$ cat config.mk
export PLATFORM = sky130hd
export DESIGN_NAME = cnn_layer_accel_awe_stride_ctrl
export DESIGN_NICKNAME = d
export VERILOG_FILES = /design/src/rtl/cnn_layer_accel_awe_stride_ctrl.sv
export SDC_FILE = /design/constraint.sdc
export NUM_CORES = 1
export LEC_CHECK = 0
export ABC_AREA = 1
export BUFFER_PORTS_ARGS = -buffer_cell sky130_fd_sc_hd__buf_2
export CORE_MARGIN = 10
export CORE_UTILIZATION = 64
export CTS_CLUSTER_SIZE = 25
export DETAILED_ROUTE_END_ITERATION = 8
export PLACE_DENSITY = 0.87
export SYNTH_ARGS = -nofsm -noshare
export SYNTH_HDL_FRONTEND = slang
export SYNTH_SLANG_ARGS = --single-unit
export TNS_END_PERCENT = 30
$ cat constraint.sdc
create_clock -name clk -period 4.4 [get_ports clk]
set_input_delay 0.22 -clock clk [delete_from_list [all_inputs] [get_ports clk]]
set_output_delay 0.22 -clock clk [all_outputs]
set_load 0.02 [all_outputs]
$ cat src/rtl/cnn_layer_accel_awe_stride_ctrl.sv
// Layer-level stride sequencer for the AWE input path: walks one raster frame
// and forwards only pixels on the stride grid, tagging row/frame ends.
//
// state | meaning
// IDLE  | waiting for a per-layer configuration
// ARMED | configuration latched, waiting for start
// RUN   | consuming the input frame, forwarding stride-grid pixels
// DRAIN | input done, waiting for the output register to empty
module cnn_layer_accel_awe_stride_ctrl #(
  parameter int C_DATAIN_WIDTH = 16,
  parameter int C_MAX_STRIDE   = 8,
  parameter int C_DIM_WIDTH    = 10,
  parameter int C_STRIDE_WIDTH = $clog2(C_MAX_STRIDE) + 1
) (
  input  logic                      clk,
  input  logic                      rst,
  input  logic                      cfg_valid,
  output logic                      cfg_ready,
  input  logic [C_STRIDE_WIDTH-1:0] cfg_stride,
  input  logic [C_DIM_WIDTH-1:0]    cfg_num_cols,
  input  logic [C_DIM_WIDTH-1:0]    cfg_num_rows,
  output logic                      cfg_err,
  input  logic                      start,
  output logic                      busy,
  input  logic [C_DATAIN_WIDTH-1:0] datain,
  input  logic                      datain_valid,
  output logic                      datain_ready,
  output logic [C_DATAIN_WIDTH-1:0] dataout,
  output logic                      dataout_valid,
  input  logic                      dataout_ready,
  output logic                      dataout_eol,
  output logic                      dataout_eof,
  output logic                      done
);

  typedef enum logic [1:0] {IDLE, ARMED, RUN, DRAIN} state_t;

  localparam logic [C_STRIDE_WIDTH-1:0] MAX_STRIDE = C_STRIDE_WIDTH'(C_MAX_STRIDE);
  localparam logic [C_STRIDE_WIDTH-1:0] ONE_S      = C_STRIDE_WIDTH'(1);
  localparam logic [C_DIM_WIDTH-1:0]    ONE_D      = C_DIM_WIDTH'(1);

  state_t                    state;
  logic [C_STRIDE_WIDTH-1:0] stride;
  logic [C_DIM_WIDTH-1:0]    num_cols;
  logic [C_DIM_WIDTH-1:0]    num_rows;
  logic [C_DIM_WIDTH-1:0]    col;
  logic [C_DIM_WIDTH-1:0]    row;
  logic [C_STRIDE_WIDTH-1:0] col_phase;
  logic [C_STRIDE_WIDTH-1:0] row_phase;

  logic                      cfg_bad;
  logic                      out_free;
  logic                      xfer;
  logic                      keep;
  logic                      last_col;
  logic                      last_row;
  logic                      eol_next;
  logic                      eof_next;
  logic [C_DIM_WIDTH:0]      stride_ext;
  logic [C_DIM_WIDTH:0]      col_plus_s;
  logic [C_DIM_WIDTH:0]      row_plus_s;
  logic [C_STRIDE_WIDTH-1:0] stride_m1;

  assign cfg_bad = (cfg_stride == '0) || (cfg_stride > MAX_STRIDE) ||
                   (cfg_num_cols == '0) || (cfg_num_rows == '0);

  assign cfg_ready    = (state == IDLE) && !rst;
  assign busy         = (state != IDLE);
  assign out_free     = !dataout_valid || dataout_ready;
  assign datain_ready = (state == RUN) && out_free;
  assign xfer         = datain_valid && datain_ready;
  assign keep         = (col_phase == '0) && (row_phase == '0);

  // One extra bit so col+s / row+s cannot wrap at the largest frame size.
  assign stride_ext = (C_DIM_WIDTH + 1)'(stride);
  assign col_plus_s = {1'b0, col} + stride_ext;
  assign row_plus_s = {1'b0, row} + stride_ext;
  assign eol_next   = (col_plus_s >= {1'b0, num_cols});
  assign eof_next   = eol_next && (row_plus_s >= {1'b0, num_rows});

  assign last_col  = (col == num_cols - ONE_D);
  assign last_row  = (row == num_rows - ONE_D);
  assign stride_m1 = stride - ONE_S;

  always_ff @(posedge clk) begin
    if (rst) begin
      state         <= IDLE;
      stride        <= '0;
      num_cols      <= '0;
      num_rows      <= '0;
      col           <= '0;
      row           <= '0;
      col_phase     <= '0;
      row_phase     <= '0;
      cfg_err       <= 1'b0;
      done          <= 1'b0;
      dataout       <= '0;
      dataout_valid <= 1'b0;
      dataout_eol   <= 1'b0;
      dataout_eof   <= 1'b0;
    end else begin
      cfg_err <= 1'b0;
      done    <= 1'b0;

      // A new kept pixel replaces the current one only when the register frees.
      if (xfer && keep) begin
        dataout       <= datain;
        dataout_valid <= 1'b1;
        dataout_eol   <= eol_next;
        dataout_eof   <= eof_next;
      end else if (dataout_ready) begin
        dataout_valid <= 1'b0;
        dataout_eol   <= 1'b0;
        dataout_eof   <= 1'b0;
      end

      case (state)
        IDLE: begin
          if (cfg_valid) begin
            if (cfg_bad) begin
              cfg_err <= 1'b1;
            end else begin
              stride   <= cfg_stride;
              num_cols <= cfg_num_cols;
              num_rows <= cfg_num_rows;
              state    <= ARMED;
            end
          end
        end
        ARMED: begin
          if (start) begin
            col       <= '0;
            row       <= '0;
            col_phase <= '0;
            row_phase <= '0;
            state     <= RUN;
          end
        end
        RUN: begin
          if (xfer) begin
            if (last_col) begin
              col       <= '0;
              col_phase <= '0;
              row       <= row + ONE_D;
              row_phase <= (row_phase == stride_m1) ? '0 : row_phase + ONE_S;
              if (last_row) state <= DRAIN;
            end else begin
              col       <= col + ONE_D;
              col_phase <= (col_phase == stride_m1) ? '0 : col_phase + ONE_S;
            end
          end
        end
        DRAIN: begin
          if (out_free) begin
            done  <= 1'b1;
            state <= IDLE;
          end
        end
        default: state <= IDLE;
      endcase
    end
  end

endmodule

## Word-level counts from Yosys, hierarchy flattened

Index checks and enable logic that the tools add are counted.

| word-level totals | value |
|---|---|
| register bits | 75 |
| output and inout port bits | 24 |
| logic and storage cells | 101 |

| operators by class | value |
|---|---|
| add/sub/neg operators | 9 |
| magnitude comparators | 3 |
| equal/unequal tests | 14 |
| multiplexer cells | 30 |
| bitwise logic cells | 4 |
| reductions and logical operators | 27 |

Operator list:

| kind | count |
|---|---|
| 10-bit two-way mux | 5 |
| 10-bit case mux with 2 select lines | 2 |
| 4-bit two-way mux | 7 |
| 10-bit by 4-bit adder with 11-bit output | 2 |
| 11-bit by 10-bit greater-or-equal comparator with 1-bit output | 2 |
| 10-bit by 1-bit adder with 10-bit output, second input constant | 2 |
| 10-bit equality test | 2 |
| 10-bit logical NOT | 2 |
| 10-bit by 1-bit subtractor with 10-bit output, second input constant | 2 |
| 4-bit case mux with 2 select lines | 2 |
| 2-bit two-way mux | 7 |
| 2-bit inequality test, second input constant | 7 |
| 4-bit logical NOT | 3 |
| 4-bit by 1-bit adder with 4-bit output, second input constant | 2 |
| 4-bit equality test | 2 |
| 2-bit case mux with 4 select lines | 1 |
| 7-bit AND reduction | 1 |
| 1-bit logical AND | 6 |
| 1-bit two-way mux | 6 |
| 3-bit AND reduction | 2 |
| 2-bit nonzero test | 3 |
| 2-bit equality test, second input constant | 2 |
| 4-bit > comparator, second input constant | 1 |
| 1-bit logical OR | 4 |
| other kinds (8) | 12 |

## Depth between registers and ports, before layout

Gate-level depths: netlist (run 1).

| depth | value |
|---|---|
| depth after elaboration | 7 |
| gate-level depth with buffers | 19 |
| gate-level depth less buffers | 19 |

## Worst setup path after synthesis (run 1)

No wires, ideal clock.

| timing | value |
|---|---|
| path type | register -> register |
| start | register row[0] |
| end | register dataout_eof |
| arrival time | 2571 ps |
| required time | 4327 ps |
| slack | 1756 ps |
| stages on the path, launching flop included | 19 |
| cells stage by stage | dfxtp_1 -> ha_1 -> inv_1 -> fa_1 -> inv_1 -> nand3_1 -> nand3_1 -> nand2_1 -> nor2_1 -> nand2_1 -> xor2_1 -> ha_1 -> nand2_1 -> inv_1 -> nand4_1 -> nand3b_1 -> nand3_1 -> nand3_1 -> a21oi_1 |

| between the ends | value |
|---|---|
| longest elaborated chain between the ends | 4 |

RTL lines:

| what | RTL line | RTL |
|---|---|---|
| from (decl) | 47 | `logic [C_DIM_WIDTH-1:0] row;` |
| from (signal assigned) | 144 | `row <= row + ONE_D;` |
| 10-bit by 4-bit adder with 11-bit output | 77 | `assign row_plus_s = {1'b0, row} + stride_ext;` |
| 11-bit by 10-bit greater-or-equal comparator with 1-bit output | 79 | `assign eof_next = eol_next && (row_plus_s >= {1'b0, num_rows});` |
| 1-bit logical AND | 79 |  |
| 1-bit two-way mux | 106 | `if (xfer && keep) begin` |
| to (signal assigned) | 110 | `dataout_eof <= eof_next;` |
| to (decl) | 32 | `output logic dataout_eof,` |

No other way between the ends.
A chain may end at the register's enable or synchronous reset.

## Final worst setup path (run 1)

| timing | value |
|---|---|
| start | register stride[0] |
| end | register dataout_eof |

| between the ends | value |
|---|---|
| longest elaborated chain between the ends | 4 |
| elaborated cells on any way between the ends | 6 |

RTL lines:

| what | RTL line | RTL |
|---|---|---|
| from (decl) | 43 | `logic [C_STRIDE_WIDTH-1:0] stride;` |
| from (signal assigned) | 123 | `stride <= cfg_stride;` |
| 10-bit by 4-bit adder with 11-bit output (on tied branches) | 76, 77 |  |
| 11-bit by 10-bit greater-or-equal comparator with 1-bit output (on tied branches) | 78, 79 |  |
| 1-bit logical AND * | 79 |  |
| 1-bit two-way mux * | 106 |  |

Every way passes the cells marked *; elsewhere a longest branch is shown, timed or not.

==> results of run 1 <==
-- layout make-up --
class / instances / area (um2)
multi-input combinational: 592 / 3430
clock inverter: 7 / 76.3
timing repair buffer: 71 / 360
inverter: 101 / 380
sequential: 75 / 1500
tap: 105 / 131
fill: 693 / 2260
clock buffer: 9 / 124
-- cell usage in the layout, fill, tap and decap left out, types with 2 or more instances in the layout --
cell type and instances:
a211oi_1 2, a21oi_1 45, a21oi_2 10, a31oi_1 2
buf_2 69, buf_4 2, clkbuf_8 9, clkinv_2 2
clkinvlp_4 2, dfxtp_1 75, fa_1 2, ha_1 42
inv_1 92, inv_2 8, inv_6 2, nand2_1 130
nand2_2 6, nand2_4 2, nand3_1 52, nand3_2 9
nand3b_1 3, nand4_1 17, nor2_1 123, nor2_2 5
nor2_4 4, nor3_1 14, o211ai_1 3, o21ai_0 58
o21ai_1 3, or2_2 2, xnor2_1 13, xor2_1 35
-- synthesized netlist by cell type (8+ instances only) --
master	n	area [um2]
nand2_1	130	488
nor2_1	123	462
inv_1	92	345
dfxtp_1	75	1500
o21ai_0	58	290
nand3_1	52	260
a21oi_1	45	225
ha_1	42	526
xor2_1	35	307
nand4_1	17	106
nor3_1	14	70.1
xnor2_1	13	114
a21oi_2	10	87.6
clkbuf_1	10	37.5
nand3_2	9	90.1
inv_2	8	30.0
-- state kept, by name, summed over array words and instances (netlist names), 2 cells and up --
| register | count |
|---|---|
| col | 10 |
| col_phase | 4 |
| dataout | 16 |
| num_cols | 10 |
| num_rows | 10 |
| row | 10 |
| row_phase | 4 |
| state | 2 |
| stride | 4 |
-- cell families after synthesis --
logic type | count (synthesis) | synth area share
compound gates | 127 | 0.130
xor+xnor | 48 | 0.0769
fa+ha+maj | 44 | 0.104
buf+inv | 127 | 0.0980
flops | 75 | 0.275
simple gates | 373 | 0.317
-- stage by stage --
stage	power, uW	setup slack, ns	utilization	hold WS, ns
CTS	2750	1.46	0.727	0.0761
finish	2760	1.43	0.727	0.0816
floorplan	1940	1.76	-	0.346
detailed placement	2200	1.46	0.702	0.450
global placement	2150	1.55	0.702	0.441
global route	2970	1.15	0.727	0.0737
-- how the worst max path moves through the flow --
stage                   start     endpoint  slack, ns  cells after the start
finish              stride[0]  dataout_eof       1.43                     18
global route        stride[0]  dataout_eof       1.15                     17
CTS                 stride[0]  dataout_eof       1.46                     18
detailed placement     row[0]  dataout_eof       1.46                     18
global placement       row[0]  dataout_eof       1.55                     18
floorplan              row[0]  dataout_eof       1.76                     18
-- per-layer routing --
metal	GRT usage	share of wire
met5	0	0
met4	0.0550	0.011
met3	0.0687	0.092
met2	0.339	0.43
met1	0.305	0.46
-- worst max-delay path: stages, from the launching register on --
cell and delay (ns):
dfxtp_1 0.46, ha_1 0.22, inv_1 0.06, fa_1 0.39, inv_1 0.09, nand3_1 0.07
nand3_1 0.13, nand2_1 0.06, nor2_1 0.16, xor2_1 0.17, ha_1 0.28, nand2_1 0.10
nor2_1 0.05, a211oi_1 0.18, nor2_1 0.06, nor2_1 0.10, nand3_1 0.09, nand3_1 0.09
a21oi_1 0.06
-- power by group through the flow --
stage / clock network, uW / logic [uW] / registers, uW
3_5_place_dp: 0 / 1320 / 877
3_3_place_gp: 0 / 1280 / 870
2_1_floorplan: 0 / 1050 / 892
5_1_grt: 590 / 1500 / 876
6_report: 555 / 1340 / 866
4_1_cts: 559 / 1330 / 863
==> run summary, run 1 <==
Placement Cell Area: 5800 um2
Reg2reg end: dataout_eof
CP Data Arrival Time: 3.19 ns
Top_reg_cell synth: dfxtp_1
Synth async-reset ratio: 0
Die footprint: 12600 um2
DP Cell Count: 944
First-pass GRT wire length: 24.0 mm
R2R Setup Slk: 1.43 ns
Max Fclk: 337 MHz
VDD IR max: 0.430 mV
Fin crit share: 0.674
WS Path Type: register to register
Power share of the sequential group: 0.314
Final ANT Viol Nets: 0
Drt initial violations: 402
Syn_nets: 884
Fraction of layout instances using a drive strength above 1: 0.163
Post-Route Skew: 0.0138 ns
Gr usage total: 0.225
Ys Warns: 0
Overflow after GRT: 0
Clock power share: 0.201
Residual DRC: 0
Hold buffer count at cts: 0
CP Launch Type: register
Hold Path Sink: dataout[13]
Cts repair resizes: 0
DP Wirelength: 11.4 mm
Synthesis-stage register bit count: 75
Starting Density: 0.662
Min-delay src: datain[13]
CTS tree: built
Final Hold Vio Count: 0
Drt total wl: 14.5 mm
Number of top-level pins: 70
Final Wtd Congestion: 0.933
Post-CTS Setup Inserts: 0
Worst min path class: input pin to register
Slew @ Worst Pin: 1.20 ns
Port Buffer Count: 69
Reg2reg start: stride[0]
Mean post-synth cell area: 6.88 um2
FP Rows: 33
Vias: 5405
Slew Viols, Final: 0
H-tree levels: 3
Synth cell types: 43
Vias in the first global route: 5115
Pre-antenna DRT Iters: 5
Clock buffer depth: 2
Largest net degree at the start of global routing: 49
Slew HR: 0.202
Setup TNS: 0 ns
Via density: 5.63
Tmin final: 2.97 ns
Initial antenna violation count: 0
Sequential element share of the synthesized area: 0.275
CP Data Required Time: 4.62 ns
Pleak: 0.00276 uW
Clk_lat worst skew: 0.36 ns
Layout Nets: 940
Worst r2r path cells: 18
CP Max Fanout: 5
Core footprint: 8260 um2
Post-Layout Cell Count: 960
Status: finished, final reports clean
Routed length per placed instance: 15.1 um
Sink Count: 75
Die height: 112 um
RSZ-0062 raised after global routing: false
CTS root buffer: clkbuf_8
Post-route cell area: 6000 um2
# diodes: 0
Nature of the critical path endpoint: register
Clock-pin slew on the worst setup and hold paths: 0.08 ns
Hold depth: 3
CTS buffer count: 9
Cell area after synthesis: 5460 um2
Final setup fails: 0
Pwr dens: 460 nW/um2
Switching share of total power: 0.464
Cells after Synth: 794
Max-cap violations: 0
Die width: 112 um
Internal cell power: 1480 uW
Post-synth EDFFs: 0
P_sw: 1280 uW
Area Overhead vs Synth: 9.82%
Combinational share of power: 0.485
No activity file was read; power rests on OpenSTA's default activity.
==> run 2: changes to the inputs <==
- ABC_AREA: 1 -> 0
- CORE_UTILIZATION: 64 -> 58
- PLACE_DENSITY: 0.87 -> 0.8
- clock period: 4.4 -> 2.9 ns (I/O delays scaled with it)
==> run 2 against run 1 <==
Highest routed layer unchanged. Largest cell class unchanged. Sequential share of layout area up 0.33 points. Setup slack got worse by 1.3 ns. Critical path depth shrank 6. Clock-buffer cell count unchanged. Sequential power is 41% higher.
==> run summary, run 2 <==
Ys Warns: 0 (unchanged)
Pre-antenna DRT Iters: 5 (unchanged)
Fraction of layout instances using a drive strength above 1: 0.203 (+0.0406)
Pleak: 0.00274 uW (-0.77%)
Top cells by area, synth: dfxtp_1 30%, ha_1 10%, mux2i_1 8.1%
CTS root buffer: clkbuf_8
# diodes: 0 (unchanged)
Slew @ Worst Pin: 0.748 ns (-0.448 ns)
Largest net degree at the start of global routing: 43 (-12%)
Final Wtd Congestion: 0.911 (-2.4%)
Mean post-synth cell area: 8.43 um2 (+22%)
Combinational share of power: 0.436 (-0.049)
Slew Viols, Final: 0 (unchanged)
First-pass GRT wire length: 22.0 mm (-8.2%)
Pre-CTS setup slack: -0.0827 ns (-1.55 ns)
Area Overhead vs Synth: 17.4%
Most frequent cells in the layout: 72 x dfxtp_1, 69 x buf_2, 64 x nor2_1
Routed length per placed instance: 16.9 um (+12%)
Worst min path class: input pin to register
Max reg flops: 16 (unchanged)
Core footprint: 8590 um2 (+4.1%)
Max-cap violations: 0 (unchanged)
Final core occ: 0.691 (-0.0356)
H-tree levels: 3 (unchanged)
CP Data Required Time: 3.12 ns (-1.50 ns)
Sequential element share of the synthesized area: 0.297 (+0.0221)
DP Wirelength: 10.1 mm (-11%)
Synth cell types: 60 (+40%)
Hold buffer count at cts: 0 (unchanged)
Worst r2r path cells: 12 (-6)
Cells after Synth: 600 (-24%)
CTS tree: built
Initial antenna violation count: 0 (unchanged)
Number of top-level pins: 70 (unchanged)
CP Cell Sequence: buf_6 -> ha_2 -> inv_1 -> fa_2 -> inv_1 -> ha_1 -> a21o_1 -> a21o_1 -> a21oi_1 -> o211ai_1 -> a21oi_2 -> a21oi_1
Slew HR: 0.501 (+0.299)
WHS: 0.00851 ns (-0.0731 ns)
Clock buffer depth: 2 (unchanged)
Via density: 5.98 (+6.2%)
Status: finished, final reports clean
Max Fclk: 355 MHz (+5.4%)
CP Max Fanout: 6 (+1)
Post-synth EDFFs: 0 (unchanged)
Final Hold Vio Count: 0 (unchanged)
Die footprint: 12900 um2 (+1.8%)
Post-synth top area share: 0.297 (+0.0221)
Tmin final: 2.81 ns (-0.152 ns)
Synth async-reset ratio: 0 (unchanged)
Overflow after GRT: 0 (unchanged)
Port Buffer Count: 69 (unchanged)
Switching share of total power: 0.414 (-0.0499)
WP depth: 12 (-6)
Synth top cells by count: 75 x dfxtp_1, 64 x nor2_1, 48 x inv_1
Fill cells: 694 (+0.14%)
P_sw: 1550 uW (+21%)
Kind of cell adding the most delay to the critical path: compound AO/OA/AOI/OAI gates
Clock power share: 0.238 (+0.037)
WS Path Type: register to register
Vias in the first global route: 4814 (-5.9%)
Cell area after synthesis: 5060 um2 (-7.4%)
Biggest register: dataout
Drt total wl: 13.5 mm (-6.8%)
Die width: 113 um (+0.87%)
Post-Route Skew: 0.0173 ns (+0.00348 ns)
Nature of the critical path endpoint: register
Most common cell in the netlist: dfxtp_1
Starting Density: 0.589 (-0.0731)
Commonest non-fill, non-tap cell in the layout: dfxtp_1
VDD IR max: 0.378 mV (-12%)
Layout Nets: 774 (-18%)
R2R Setup Slk: 0.09 ns (-1.35 ns)
Worst setup margin: 0.0866 ns (-1.35 ns)
WP buf/inv: 3 (+1)
Fin crit share: 0.970 (+0.296)
Residual DRC: 0 (unchanged)
CP Launch Type: register
Power share of the sequential group: 0.326 (+0.012)
Syn_nets: 690 (-22%)
Final ANT Viol Nets: 0 (unchanged)
Sink Count: 75 (unchanged)
Max incr delay on CP: 0.52 ns (+0.06 ns)
Post-route cell area: 5940 um2 (-1.0%)
Top_reg_cell synth: dfxtp_1
Hold depth: 3 (unchanged)
CTS buffer count: 9 (unchanged)
Gr usage total: 0.202 (-0.0225)
Synthesis-stage register bit count: 75 (unchanged)
CP Data Arrival Time: 3.03 ns (-0.16 ns)
Placement Cell Area: 5620 um2 (-3.1%)
Drt initial violations: 280 (-30%)
Vias: 4765 (-12%)
Final setup fails: 0 (unchanged)
Area leader, netlist: dfxtp_1
Pwr dens: 630 nW/um2 (+37%)
CP max-delay cell: fa_2
Clk_lat worst skew: 0.37 ns (about the same)
Multi-input gate area: 3320 um2 (-3.2%)
Register area: 1510 um2 (+0.25%)
Die height: 113 um (+0.87%)
FP Rows: 34 (+3.0%)
RSZ-0062 raised after global routing: true
Internal cell power: 2190 uW (+48%)
Clock-pin slew on the worst setup and hold paths: 0.10 ns (+0.02 ns)
-- run 2: metal layers --
metal / track usage / up-vias / wire length [um]
met5: 0 / - / 0
met4: 0.0931 / 0 / 391
met3: 0.0499 / 36 / 724
met2: 0.358 / 161 / 6870
met1: 0.222 / 2268 / 5480
li1: - / 2300 / -
-- run 2: per-stage QoR --
step | power, uW | setup TNS, ns | instances
floorplan | 2340 | 0 | 600
global placement | 2740 | 0 | 776
detailed placement | 2800 | -0.134 | 776
CTS | 3700 | 0 | 792
global route | 3960 | -0.0675 | 797
finish | 3740 | 0 | 797
-- run 2: tightest hold or removal path, stage by stage --
cell     delay, ns
buf_2         0.07
mux2i_1       0.05
nor2_1        0.08
-- run 2: logic make-up (layout without fill, tap and decap cells) --
group / count (synthesis) / after routing / synth area share
buf+inv: 74 / 163 / 0.0584
mux: 41 / 41 / 0.0811
fa+ha+maj: 44 / 44 / 0.112
compound gates: 112 / 112 / 0.154
simple gates: 198 / 198 / 0.201
xor+xnor: 56 / 56 / 0.0970
flops: 75 / 75 / 0.297
-- run 2: cell type report --
cell class,count,share of cell area
multi-input combinational,451,0.558
timing repair buffer,99,0.0988
clock buffer,9,0.0209
inverter,48,0.0303
sequential,75,0.253
clock inverter,7,0.0154
tap,108,0.0228
-- run 2: power by group through the flow --
stage	sequential (uW)	clock (uW)	combinational [uW]
3_3_place_gp	1230	0	1510
2_1_floorplan	1240	0	1090
5_1_grt	1230	937	1790
3_5_place_dp	1240	0	1570
6_report	1220	892	1630
4_1_cts	1210	899	1580
-- run 2: path summary, 6_finish.rpt --
| check | from | to |
|---|---|---|
| max reg2reg | stride[0] | dataout_eol |
| min reg2reg | dataout_eol | dataout_eol |
| min | datain[13] | dataout[13] |
| max | stride[0] | dataout_eol |
-- run 2: timing repair --
item | 4_1_cts | 5_1_grt
setup endpoints to repair | 2 | 20
setup buffers | 0 | 5
gates resized for setup | 7 | 14
endpoints found under the hold margin | 0 | 0
pin swaps | 0 | 11
==> run 3: changes to the inputs <==
==> constraint.sdc (replaced) <==
create_clock -name clk -period 2.9 [get_ports clk]
set_input_delay 0.29 -clock clk [delete_from_list [all_inputs] [get_ports clk]]
set_output_delay 0.29 -clock clk [all_outputs]
set_load 0.02 [all_outputs]
==> run 3 against run 2 <==
Sequential cell count stayed put. Clock-buffer cell count stayed put. Die area stayed put. Final cell count is 0.25% lower. Sequential power hardly changed. Largest cell class unchanged. Wire length is 3.5% higher. Power is 0.30% higher. Critical endpoint is now dataout_eof. Worst hold slack better by 0.15 ns.
==> run summary, run 3 (synthesized netlist as in run 2, its figures left out) <==
Clock-pin slew on the worst setup and hold paths: 0.10 ns (about the same)
Worst min path class: input pin to register
CP max-delay cell: dfxtp_2
Die width: 113 um (unchanged)
WS Path Type: register to register
Drt total wl: 13.9 mm (+3.5%)
CP Cell Sequence: ha_2 -> inv_1 -> fa_2 -> nor2b_1 -> o21ai_1 -> nand2b_1 -> nor2_1 -> nor2_2 -> ha_4 -> a21o_1 -> a211oi_2 -> o21ai_1 -> a21o_1 -> a21o_1 -> a21oi_1 -> o31ai_1
Port Buffer Count: 69 (unchanged)
Post-Route Skew: 0.0108 ns (-0.00649 ns)
Area Overhead vs Synth: 17.3%
Slew Viols, Final: 0 (unchanged)
Final Hold Vio Count: 0 (unchanged)
Max reg flops: 16 (unchanged)
Residual DRC: 0 (unchanged)
CTS root buffer: clkbuf_8
Max-cap violations: 0 (unchanged)
DP Cell Count: 776 (unchanged)
DP Wirelength: 10.4 mm (+2.1%)
Initial antenna violation count: 0 (unchanged)
# diodes: 0 (unchanged)
Global routing's busiest layer: met2
Combinational share of power: 0.432 (-0.004)
Pre-antenna DRT Iters: 7 (+2)
Placement Cell Area: 5620 um2 (unchanged)
CP Data Arrival Time: 3.10 ns (+0.07 ns)
Post-route cell area: 5930 um2 (-0.11%)
Vias: 4804 (+0.82%)
Core footprint: 8590 um2 (unchanged)
Final setup fails: 0 (unchanged)
P_sw: 1560 uW (+0.94%)
CP Data Required Time: 3.14 ns (+0.02 ns)
Pleak: 0.00273 uW (-0.19%)
H-tree levels: 3 (unchanged)
Gr usage total: 0.207 (+0.00509)
CTS buffer count: 9 (unchanged)
Pre-CTS setup slack: -0.197 ns (-0.114 ns)
Reg2reg start: row[0]
Starting Density: 0.589 (unchanged)
Drt initial violations: 294 (+5.0%)
Max Fclk: 349 MHz (-1.8%)
CTS tree: built
Setup TNS: 0 ns (unchanged)
FP Rows: 34 (unchanged)
Clock power share: 0.243 (+0.005)
Min-delay src: datain[10]
Status: finished, final reports clean
Tmin final: 2.86 ns (+0.0503 ns)
Most frequent cells in the layout: 70 x dfxtp_1, 69 x buf_2, 63 x nor2_1
VDD IR max: 0.433 mV (+15%)
Layout Nets: 772 (-0.26%)
CP Max Fanout: 2 (-4)
Vias in the first global route: 4817 (+0.062%)
Final ANT Viol Nets: 0 (unchanged)
Die height: 113 um (unchanged)
RSZ-0062 raised after global routing: true
GR Util met3: 0.0467 (-0.00315)
Commonest non-fill, non-tap cell in the layout: dfxtp_1
Clock buffer depth: 2 (unchanged)
Pwr dens: 633 nW/um2 (+0.41%)
CP Launch Type: register
Post-Layout Cell Count: 795 (-0.25%)
Overflow after GRT: 0 (unchanged)
Fraction of layout instances using a drive strength above 1: 0.208 (+0.00496)
Met2 Use GR: 0.366 (+0.00730)
Slew HR: 0.507 (+0.00547)
Internal cell power: 2190 uW (-0.15%)
Most used cell, CP: a21o_1
Fin crit share: 0.987 (+0.0174)
Fill cells: 676 (-2.6%)
Routed length per placed instance: 17.5 um (+3.8%)
Sink Count: 75 (unchanged)
Slew @ Worst Pin: 0.740 ns (-0.00821 ns)
Number of top-level pins: 70 (unchanged)
Nature of the critical path endpoint: register
Power share of the sequential group: 0.325 (about the same)
First-pass GRT wire length: 22.4 mm (+1.6%)
Max incr delay on CP: 0.35 ns (-0.17 ns)
Hold buffer count at cts: 0 (unchanged)
Switching share of total power: 0.417 (+0.00262)
Final Wtd Congestion: 0.890 (-2.3%)
Met1 usage: 0.233 (+0.0109)
WHS: 0.155 ns (+0.146 ns)
Die footprint: 12900 um2 (unchanged)
Clk_lat worst skew: 0.36 ns (about the same)
Biggest register: dataout
Via density: 6.04 (+1.1%)
Critical Path Source: row[0]
Largest net degree at the start of global routing: 43 (unchanged)
Worst setup margin: 0.0363 ns (-0.0503 ns)
==> run 3: changes by cell type in the layout (fill, tap and decap cells not counted), sizes merged <==
cell | before | now
buf | 99 | 97
inv | 52 | 54
clkinv | 1 | 0
clkinvlp | 1 | 0
==> run 3: power by group through the flow <==
| stage | sequential [uW] | clock (uW) | combinational, uW |
|---|---|---|---|
| finish | 1220 | 912 | 1620 |
| global route | 1230 | 957 | 1780 |
| CTS | 1210 | 923 | 1580 |
| detailed placement | 1240 | 0 | 1560 |
| global placement | 1230 | 0 | 1510 |
| floorplan | 1240 | 0 | 1090 |
==> run 3: worst paths after layout <==
check / end / slack (ns) / cells after the start
max: dataout_eof / 0.04 / 16
min: dataout[10] / 0.15 / 3
max reg2reg: dataout_eof / 0.04 / 16
min reg2reg: dataout_eol / 0.47 / 2
==> run 3: layout make-up <==
type	count	area, um2	area share
Multi-Input combinational cell	451	3330	0.561
Clock inverter	7	90.1	0.0152
Inverter	48	180	0.0304
Tap cell	108	135	0.0228
Sequential cell	75	1510	0.254
Timing Repair Buffer	97	568	0.0958
Clock buffer	9	124	0.0209
==> run 3: repair_timing <==
action,CTS,global route
pin swaps,1,3
setup endpoints to repair,2,13
setup buffers,0,3
resized for setup,8,15
==> run 3: critical path: cells and delay by family, from the launching register on <==
kind / cells / cell delay, ns
fa+ha+maj: 3 / 0.75
buf+inv: 1 / 0.05
simple gates: 4 / 0.44
compound gates: 8 / 1.15
flops: 1 / 0.35
==> run 3: through the flow <==
| step | power [uW] | utilization |
|---|---|---|
| 6_report | 3750 | 0.690 |
| 5_1_grt | 3970 | 0.690 |
| 4_1_cts | 3720 | 0.681 |
| 3_5_place_dp | 2800 | 0.654 |
| 3_3_place_gp | 2740 | 0.654 |
| 2_1_floorplan | 2340 | - |
==> run 3: routing by layer <==
metal	vias up	wire, um
li1	2296	-
met5	-	0
met1	2323	5640
met2	145	7210
met4	0	378
met3	40	710
